**config.mk**
```make
export PLATFORM = sky130hd
export DESIGN_NAME = control_sequencer
export DESIGN_NICKNAME = d
export VERILOG_FILES = /design/src/rtl/cpu_ctrl_pkg.sv /design/src/rtl/reg_select_decoder.sv /design/src/rtl/control_sequencer.sv
export SDC_FILE = /design/constraint.sdc
export NUM_CORES = 1
export LEC_CHECK = 0
export ABC_AREA = 0
export CAP_MARGIN = 40
export CORE_MARGIN = 2
export CORE_UTILIZATION = 31
export DETAILED_ROUTE_END_ITERATION = 16
export PLACE_DENSITY = 0.84
export SLEW_MARGIN = 20
export SYNTH_ARGS = -nofsm -noshare
export SYNTH_HDL_FRONTEND = slang
export SYNTH_SLANG_ARGS = --single-unit
export TNS_END_PERCENT = 10
```
**constraint.sdc**
```tcl
create_clock -name clk -period 3.3 [get_ports clk]
set_input_delay 0.66 -clock clk [delete_from_list [all_inputs] [get_ports clk]]
set_output_delay 0.66 -clock clk [all_outputs]
set_load 0.05 [all_outputs]
```
**src/rtl/cpu_ctrl_pkg.sv**
```systemverilog
// Shared constants for the hardwired control sequencer: IR field positions,
// opcode values, state encodings and the opcode classifier.
package cpu_ctrl_pkg;

    localparam int OP_MSB = 31;
    localparam int OP_LSB = 27;
    localparam int RA_MSB = 26;
    localparam int RA_LSB = 23;
    localparam int RB_MSB = 22;
    localparam int RB_LSB = 19;
    localparam int RC_MSB = 18;
    localparam int RC_LSB = 15;
    localparam int IDX_W  = 4;

    localparam logic [4:0] OP_ADD  = 5'd3;
    localparam logic [4:0] OP_SUB  = 5'd4;
    localparam logic [4:0] OP_AND  = 5'd5;
    localparam logic [4:0] OP_OR   = 5'd6;
    localparam logic [4:0] OP_SHR  = 5'd7;
    localparam logic [4:0] OP_SHRA = 5'd8;
    localparam logic [4:0] OP_SHL  = 5'd9;
    localparam logic [4:0] OP_ROR  = 5'd10;
    localparam logic [4:0] OP_ROL  = 5'd11;
    localparam logic [4:0] OP_MUL  = 5'd15;
    localparam logic [4:0] OP_DIV  = 5'd16;
    localparam logic [4:0] OP_NEG  = 5'd17;
    localparam logic [4:0] OP_NOT  = 5'd18;
    localparam logic [4:0] OP_HALT = 5'd26;

    localparam logic [3:0] S_RST  = 4'd0;
    localparam logic [3:0] S_T0   = 4'd1;
    localparam logic [3:0] S_T1   = 4'd2;
    localparam logic [3:0] S_T1W  = 4'd3;
    localparam logic [3:0] S_T2   = 4'd4;
    localparam logic [3:0] S_T3   = 4'd5;
    localparam logic [3:0] S_T4   = 4'd6;
    localparam logic [3:0] S_T5   = 4'd7;
    localparam logic [3:0] S_T6   = 4'd8;
    localparam logic [3:0] S_HALT = 4'd9;

    typedef enum logic [2:0] {
        CLS_ILLEGAL = 3'd0,
        CLS_BINARY  = 3'd1,
        CLS_MULDIV  = 3'd2,
        CLS_UNARY   = 3'd3,
        CLS_HALT    = 3'd4
    } op_class_e;

    function automatic op_class_e classify(input logic [4:0] op);
        op_class_e cls;
        case (op)
            OP_ADD, OP_SUB, OP_AND, OP_OR, OP_SHR,
            OP_SHRA, OP_SHL, OP_ROR, OP_ROL:   cls = CLS_BINARY;
            OP_MUL, OP_DIV:                    cls = CLS_MULDIV;
            OP_NEG, OP_NOT:                    cls = CLS_UNARY;
            OP_HALT:                           cls = CLS_HALT;
            default:                           cls = CLS_ILLEGAL;
        endcase
        return cls;
    endfunction

endpackage

```
**src/rtl/reg_select_decoder.sv**
```systemverilog
// Turns a register index plus enable into a one-hot general-register select;
// indices at or beyond NUM_REGS produce an all-zero vector.
module reg_select_decoder
    import cpu_ctrl_pkg::*;
#(
    parameter int NUM_REGS = 16
) (
    input  logic                 en,
    input  logic [IDX_W-1:0]     index,
    output logic [NUM_REGS-1:0]  onehot
);

    // One bit per register, set only when enabled and the index matches.
    always_comb begin
        onehot = '0;
        for (int i = 0; i < NUM_REGS; i++) begin
            onehot[i] = en && (int'(index) == i);
        end
    end

endmodule

```
**src/rtl/control_sequencer.sv**
```systemverilog
// Hardwired Moore control unit: walks fetch (T0-T2) and execute (T3-T6)
// and decodes every datapath strobe from the current state and IR.
module control_sequencer
    import cpu_ctrl_pkg::*;
#(
    parameter logic [4:0] PC_INC_OP = 5'd12,
    parameter int         NUM_REGS  = 16
) (
    input  logic                 clk,
    input  logic                 clr,
    input  logic [31:0]          IR,
    input  logic                 mem_rdy,
    input  logic                 stall,
    output logic                 PCout,
    output logic                 Zlowout,
    output logic                 Zhighout,
    output logic                 MDRout,
    output logic                 MARin,
    output logic                 PCin,
    output logic                 MDRin,
    output logic                 IRin,
    output logic                 Yin,
    output logic                 Zin,
    output logic                 HIin,
    output logic                 LOin,
    output logic                 Read,
    output logic [4:0]           OpCode,
    output logic [NUM_REGS-1:0]  Rin,
    output logic [NUM_REGS-1:0]  Rout,
    output logic                 run,
    output logic                 done
);

    logic [3:0]       state_r;
    logic [3:0]       next_state_s;
    logic [3:0]       out_state_s;
    logic [4:0]       op_s;
    logic [IDX_W-1:0] ra_s;
    logic [IDX_W-1:0] rb_s;
    logic [IDX_W-1:0] rc_s;
    op_class_e        cls_s;
    logic             rin_en_s;
    logic             rout_en_s;
    logic [IDX_W-1:0] rin_idx_s;
    logic [IDX_W-1:0] rout_idx_s;
    logic             unused_ir_s;

    assign op_s        = IR[OP_MSB:OP_LSB];
    assign ra_s        = IR[RA_MSB:RA_LSB];
    assign rb_s        = IR[RB_MSB:RB_LSB];
    assign rc_s        = IR[RC_MSB:RC_LSB];
    assign cls_s       = classify(op_s);
    assign unused_ir_s = ^IR[RC_LSB-1:0];

    // A stalled cycle decodes exactly like the idle reset state.
    assign out_state_s = stall ? S_RST : state_r;
    assign run         = (state_r != S_HALT);

    // State register; clr forces RST without waiting for a clock.
    always_ff @(posedge clk or posedge clr) begin
        if (clr) begin
            state_r <= S_RST;
        end else begin
            state_r <= next_state_s;
        end
    end

    // Next-state selection; RST and HALT ignore stall.
    always_comb begin
        next_state_s = state_r;
        case (state_r)
            S_RST:  next_state_s = S_T0;
            S_HALT: next_state_s = S_HALT;
            default: begin
                if (stall) begin
                    next_state_s = state_r;
                end else begin
                    case (state_r)
                        S_T0:  next_state_s = S_T1;
                        S_T1,
                        S_T1W: next_state_s = mem_rdy ? S_T2 : S_T1W;
                        S_T2: begin
                            case (cls_s)
                                CLS_BINARY,
                                CLS_MULDIV,
                                CLS_UNARY: next_state_s = S_T3;
                                CLS_HALT:  next_state_s = S_HALT;
                                default:   next_state_s = S_T0;
                            endcase
                        end
                        S_T3: begin
                            case (cls_s)
                                CLS_BINARY,
                                CLS_MULDIV,
                                CLS_UNARY: next_state_s = S_T4;
                                default:   next_state_s = S_T0;
                            endcase
                        end
                        S_T4: begin
                            case (cls_s)
                                CLS_BINARY,
                                CLS_MULDIV: next_state_s = S_T5;
                                default:    next_state_s = S_T0;
                            endcase
                        end
                        S_T5: begin
                            case (cls_s)
                                CLS_MULDIV: next_state_s = S_T6;
                                default:    next_state_s = S_T0;
                            endcase
                        end
                        default: next_state_s = S_T0;
                    endcase
                end
            end
        endcase
    end

    // Output decode: every strobe defaults low, each state raises its own set.
    always_comb begin
        PCout      = 1'b0;
        Zlowout    = 1'b0;
        Zhighout   = 1'b0;
        MDRout     = 1'b0;
        MARin      = 1'b0;
        PCin       = 1'b0;
        MDRin      = 1'b0;
        IRin       = 1'b0;
        Yin        = 1'b0;
        Zin        = 1'b0;
        HIin       = 1'b0;
        LOin       = 1'b0;
        Read       = 1'b0;
        OpCode     = 5'd0;
        done       = 1'b0;
        rin_en_s   = 1'b0;
        rout_en_s  = 1'b0;
        rin_idx_s  = 4'd0;
        rout_idx_s = 4'd0;
        case (out_state_s)
            S_T0: begin
                PCout  = 1'b1;
                MARin  = 1'b1;
                Zin    = 1'b1;
                OpCode = PC_INC_OP;
            end
            S_T1: begin
                Zlowout = 1'b1;
                PCin    = 1'b1;
                Read    = 1'b1;
                MDRin   = 1'b1;
            end
            S_T1W: begin
                Read  = 1'b1;
                MDRin = 1'b1;
            end
            S_T2: begin
                MDRout = 1'b1;
                IRin   = 1'b1;
                done   = (cls_s == CLS_ILLEGAL);
            end
            S_T3: begin
                case (cls_s)
                    CLS_BINARY: begin
                        rout_en_s  = 1'b1;
                        rout_idx_s = rb_s;
                        Yin        = 1'b1;
                    end
                    CLS_MULDIV: begin
                        rout_en_s  = 1'b1;
                        rout_idx_s = ra_s;
                        Yin        = 1'b1;
                    end
                    CLS_UNARY: begin
                        rout_en_s  = 1'b1;
                        rout_idx_s = rb_s;
                        Zin        = 1'b1;
                        OpCode     = op_s;
                    end
                    default: rout_en_s = 1'b0;
                endcase
            end
            S_T4: begin
                case (cls_s)
                    CLS_BINARY: begin
                        rout_en_s  = 1'b1;
                        rout_idx_s = rc_s;
                        Zin        = 1'b1;
                        OpCode     = op_s;
                    end
                    CLS_MULDIV: begin
                        rout_en_s  = 1'b1;
                        rout_idx_s = rb_s;
                        Zin        = 1'b1;
                        OpCode     = op_s;
                    end
                    CLS_UNARY: begin
                        Zlowout   = 1'b1;
                        rin_en_s  = 1'b1;
                        rin_idx_s = ra_s;
                        done      = 1'b1;
                    end
                    default: rout_en_s = 1'b0;
                endcase
            end
            S_T5: begin
                case (cls_s)
                    CLS_BINARY: begin
                        Zlowout   = 1'b1;
                        rin_en_s  = 1'b1;
                        rin_idx_s = ra_s;
                        done      = 1'b1;
                    end
                    CLS_MULDIV: begin
                        Zlowout = 1'b1;
                        LOin    = 1'b1;
                    end
                    default: rout_en_s = 1'b0;
                endcase
            end
            S_T6: begin
                if (cls_s == CLS_MULDIV) begin
                    Zhighout = 1'b1;
                    HIin     = 1'b1;
                    done     = 1'b1;
                end else begin
                    done = 1'b0;
                end
            end
            default: done = 1'b0;
        endcase
    end

    reg_select_decoder #(.NUM_REGS(NUM_REGS)) u_rin_dec (
        .en     (rin_en_s),
        .index  (rin_idx_s),
        .onehot (Rin)
    );

    reg_select_decoder #(.NUM_REGS(NUM_REGS)) u_rout_dec (
        .en     (rout_en_s),
        .index  (rout_idx_s),
        .onehot (Rout)
    );

endmodule

```
==> results.md <==
- Clock Pin Slew Worst Setup and Hold Paths: 0.03 ns
- Worst endpoint required time: 2.64 ns
- Worst Setup Slack, final: -0.326 ns
- Fillers: 144
- Leak Pwr: 1.30 nW
- Top-area cell type share of the netlist area: 8.38%
- Async set-reset flop share out of synthesis: 100%
- Critical path capture point type: output port
- Placed insts: 325
- Vias in the first global route: 2128
- Row Count: 22
- Post-synth cell types: 59
- Total number of vias: 2083
- Synth Register Bits: 4
- CP Max Fanout: 8
- Post-Syn Instances: 174
- Post-synthesis sequential area ratio: 8.38%
- Post-CTS Hold Buffers: 0
- Final Slew Violations: 0
- Avg Cell Area, Syn: 6.87 µm²
- CTS tree: yes
- Top post-synthesis cells by area: dfrtp_1 8.4%, nor2_1 6.0%, nor3_1 4.2%, nand2_1 4.1%, nor4b_1 3.7%
- Max-Cap Viols: 0
- Post-Syn Nets: 213
- Number of synthesis warnings: 0
- Mapped Area: 1190 µm²
- Critical path's slowest cell: or4b_4
- Buffers on Ports: 72
- Register area: 100 µm²
- Die footprint: 4370 µm²
- Initial antenna violation count: 0
- Total core area: 3690 µm²
- Reg with most FFs: state_r
- Final Hold Violating Endpoints: 0
- Most used cell, CP: buf_12
- Setup slack, reg-to-reg: 1.95 ns
- Area growth from synthesis to layout: 179%
- Clk sinks: 4
- Worst vdd ir: 0.745 mV
- PwrDens: 323 nW/µm²
- Crit Path Category: input port to output port
- Clock Tree Root: clkbuf_8
- Ant. Diodes: 0
- Final setup skew: 0.00372 ns
- Die width: 66.1 µm
- Slew HR: 67.1%
- CP startpoint kind: input port
- 1st-iter DRT viols: 199
- Worst Max-Slew Pin Slew: 0.491 ns
- Pre-CTS setup slack: -0.749 ns
- Fmax: 276 MHz
- Max FFs per register: 4
- Drt pass-1 iters: 5
- Most frequent cells after synthesis: 19 x nor2_1, 13 x nand2_1, 10 x nor3_1
- Wire per inst: 22.2 µm
- Global-route wire length before repair: 10900 µm
- Layout cell share with drive strength beyond 1: 59.2%
- Via density: 6.13
- Final GP Congestion: 0.845
- Cell taking the most area after synthesis: dfrtp_1
- Clock Latency Late Sink: 0.22 ns
- Min-Delay Path Class: input port to asynchronous set/reset pin
- EDFF count, synth: 0
- Top FF cell, synth: dfrtp_1
- Tot GR Track Use: 32.4%
- H-tree levels: 1
- Crit-path cells: buf_8 > ha_4 > or4b_4 > and2_4 > buf_4 > nand2_1 > o21ai_1 > a21o_1 > buf_12 > buf_12 > nor4b_4 > buf_12
- Max Root-Sink Buffers: 2
- Number of buffers created by CTS: 3
- Antenna Nets Post-Route: 0
- Violated checks: negative setup slack
- Final #Nets: 333
- GRT overflow: 0
- RR Startpoint: state_r[1]
- Largest net degree at the start of global routing: 15
- Drt total wl: 7560 µm
- Biggest regs: state_r (4)
- Non-Filler Instances: 340
- Footprint of the multi-input gates: 1400 µm²
- Status: complete, but fails checks
- Min Clock Period, post-route: 3.63 ns
- Drc violations: 0
- Crit path arrival time: 2.97 ns
- Top-count cell post-synth: nor2_1
- # setup viols final: 42
- Initial core utilization: 32.4%
- RSZ-0062 raised after global routing: true
- Die Span Y: 66.1 µm
- CP max stage delay: 0.54 ns
- RR Endpoint: state_r[2]
- Final period util: 110%
- Ports: 88
- Worst R2R Path Depth: 6
- HPWL after DPL: 4810 µm
timing repair:
item                                    in CTS  in global routing
gates cloned                                 1                  0
gates resized for setup                     36                 10
endpoints found under the setup margin      43                 43
pin swaps                                   21                  8
setup buffers                                9                  2
cells by family (layout without fill, tap and decap cells):
| kind of cell | count (synthesis) | count (layout) | share of synthesized area [%] |
|---|---|---|---|
| compound gates | 34 | 34 | 21.5 |
| fa+ha+maj | 3 | 3 | 3.14 |
| mux | 3 | 3 | 2.51 |
| flops | 4 | 4 | 8.38 |
| xor+xnor | 2 | 2 | 1.47 |
| buf+inv | 22 | 139 | 9.32 |
| simple gates | 106 | 107 | 53.7 |
final cells by class:
cell class | count | share of cell area [%]
Inverter | 6 | 0.901
Tap cell | 48 | 1.80
Multi-Input combinational cell | 149 | 41.9
Clock buffer | 3 | 1.24
Timing Repair Buffer | 130 | 51.2
Sequential cell | 4 | 3.00
cell usage in the layout, fill, tap and decap left out, drive strengths merged, types with 5 or more instances in the layout:
master	count
o21ai	8
inv	6
nor4b	5
buf	111
clkdlybuf4s50	15
nand2b	5
nor4	5
nor3	11
nor3b	5
a21oi	5
nand3	7
nor2	20
nand2	14
worst max path at each step:
stage,from,endpoint,slack (ns),cells past startpoint
global placement,IR[28],Rout[5],-0.66,9
CTS,IR[28],Rout[13],-0.32,9
global route,IR[28],Rout[13],-0.41,11
floorplan,IR[27],Zlowout,-0.47,6
finish,IR[28],Rout[8],-0.33,12
detailed placement,IR[28],Rout[5],-0.75,9
per-layer routing:
metal	vias to the layer above	routed length [µm]	track usage [%]	part of all wire, %
met1	987	2820	36.3	37
met4	0	479	15.1	6.3
li1	874	-	-	-
met5	-	0	0	0
met3	57	503	5.96	6.7
met2	165	3760	58.4	50
critical path: cells and delay by family:
family / cells / cell delay (ns)
compound gates: 2 / 0.32
fa+ha+maj: 1 / 0.15
buf+inv: 5 / 0.72
simple gates: 4 / 1.09
report_power, final:
part	switching, mW	internal, mW	leakage (nW)
registers	0.0101	0.0679	0.0492
clock network	0.0237	0.0776	0.0216
logic	0.521	0.377	1.23
total	0.554	0.523	1.30
per-stage QoR:
stage                     power (mW)  hold slack (ns)  instance area (µm²)  utilization (%)  TNS, ns
after floorplan                0.555            0.426                 1550                -    -6.51
final                           1.08            0.676                 3330             90.4    -7.49
after CTS                       1.02            0.668                 3280             88.8    -7.04
after global placement         0.857            0.647                 3090             83.8   -22.19
after detailed placement       0.891            0.660                 3090             83.8   -25.46
after global routing            1.13            0.691                 3330             90.4   -10.70
Note: power is estimated with default switching activity, not from simulation.
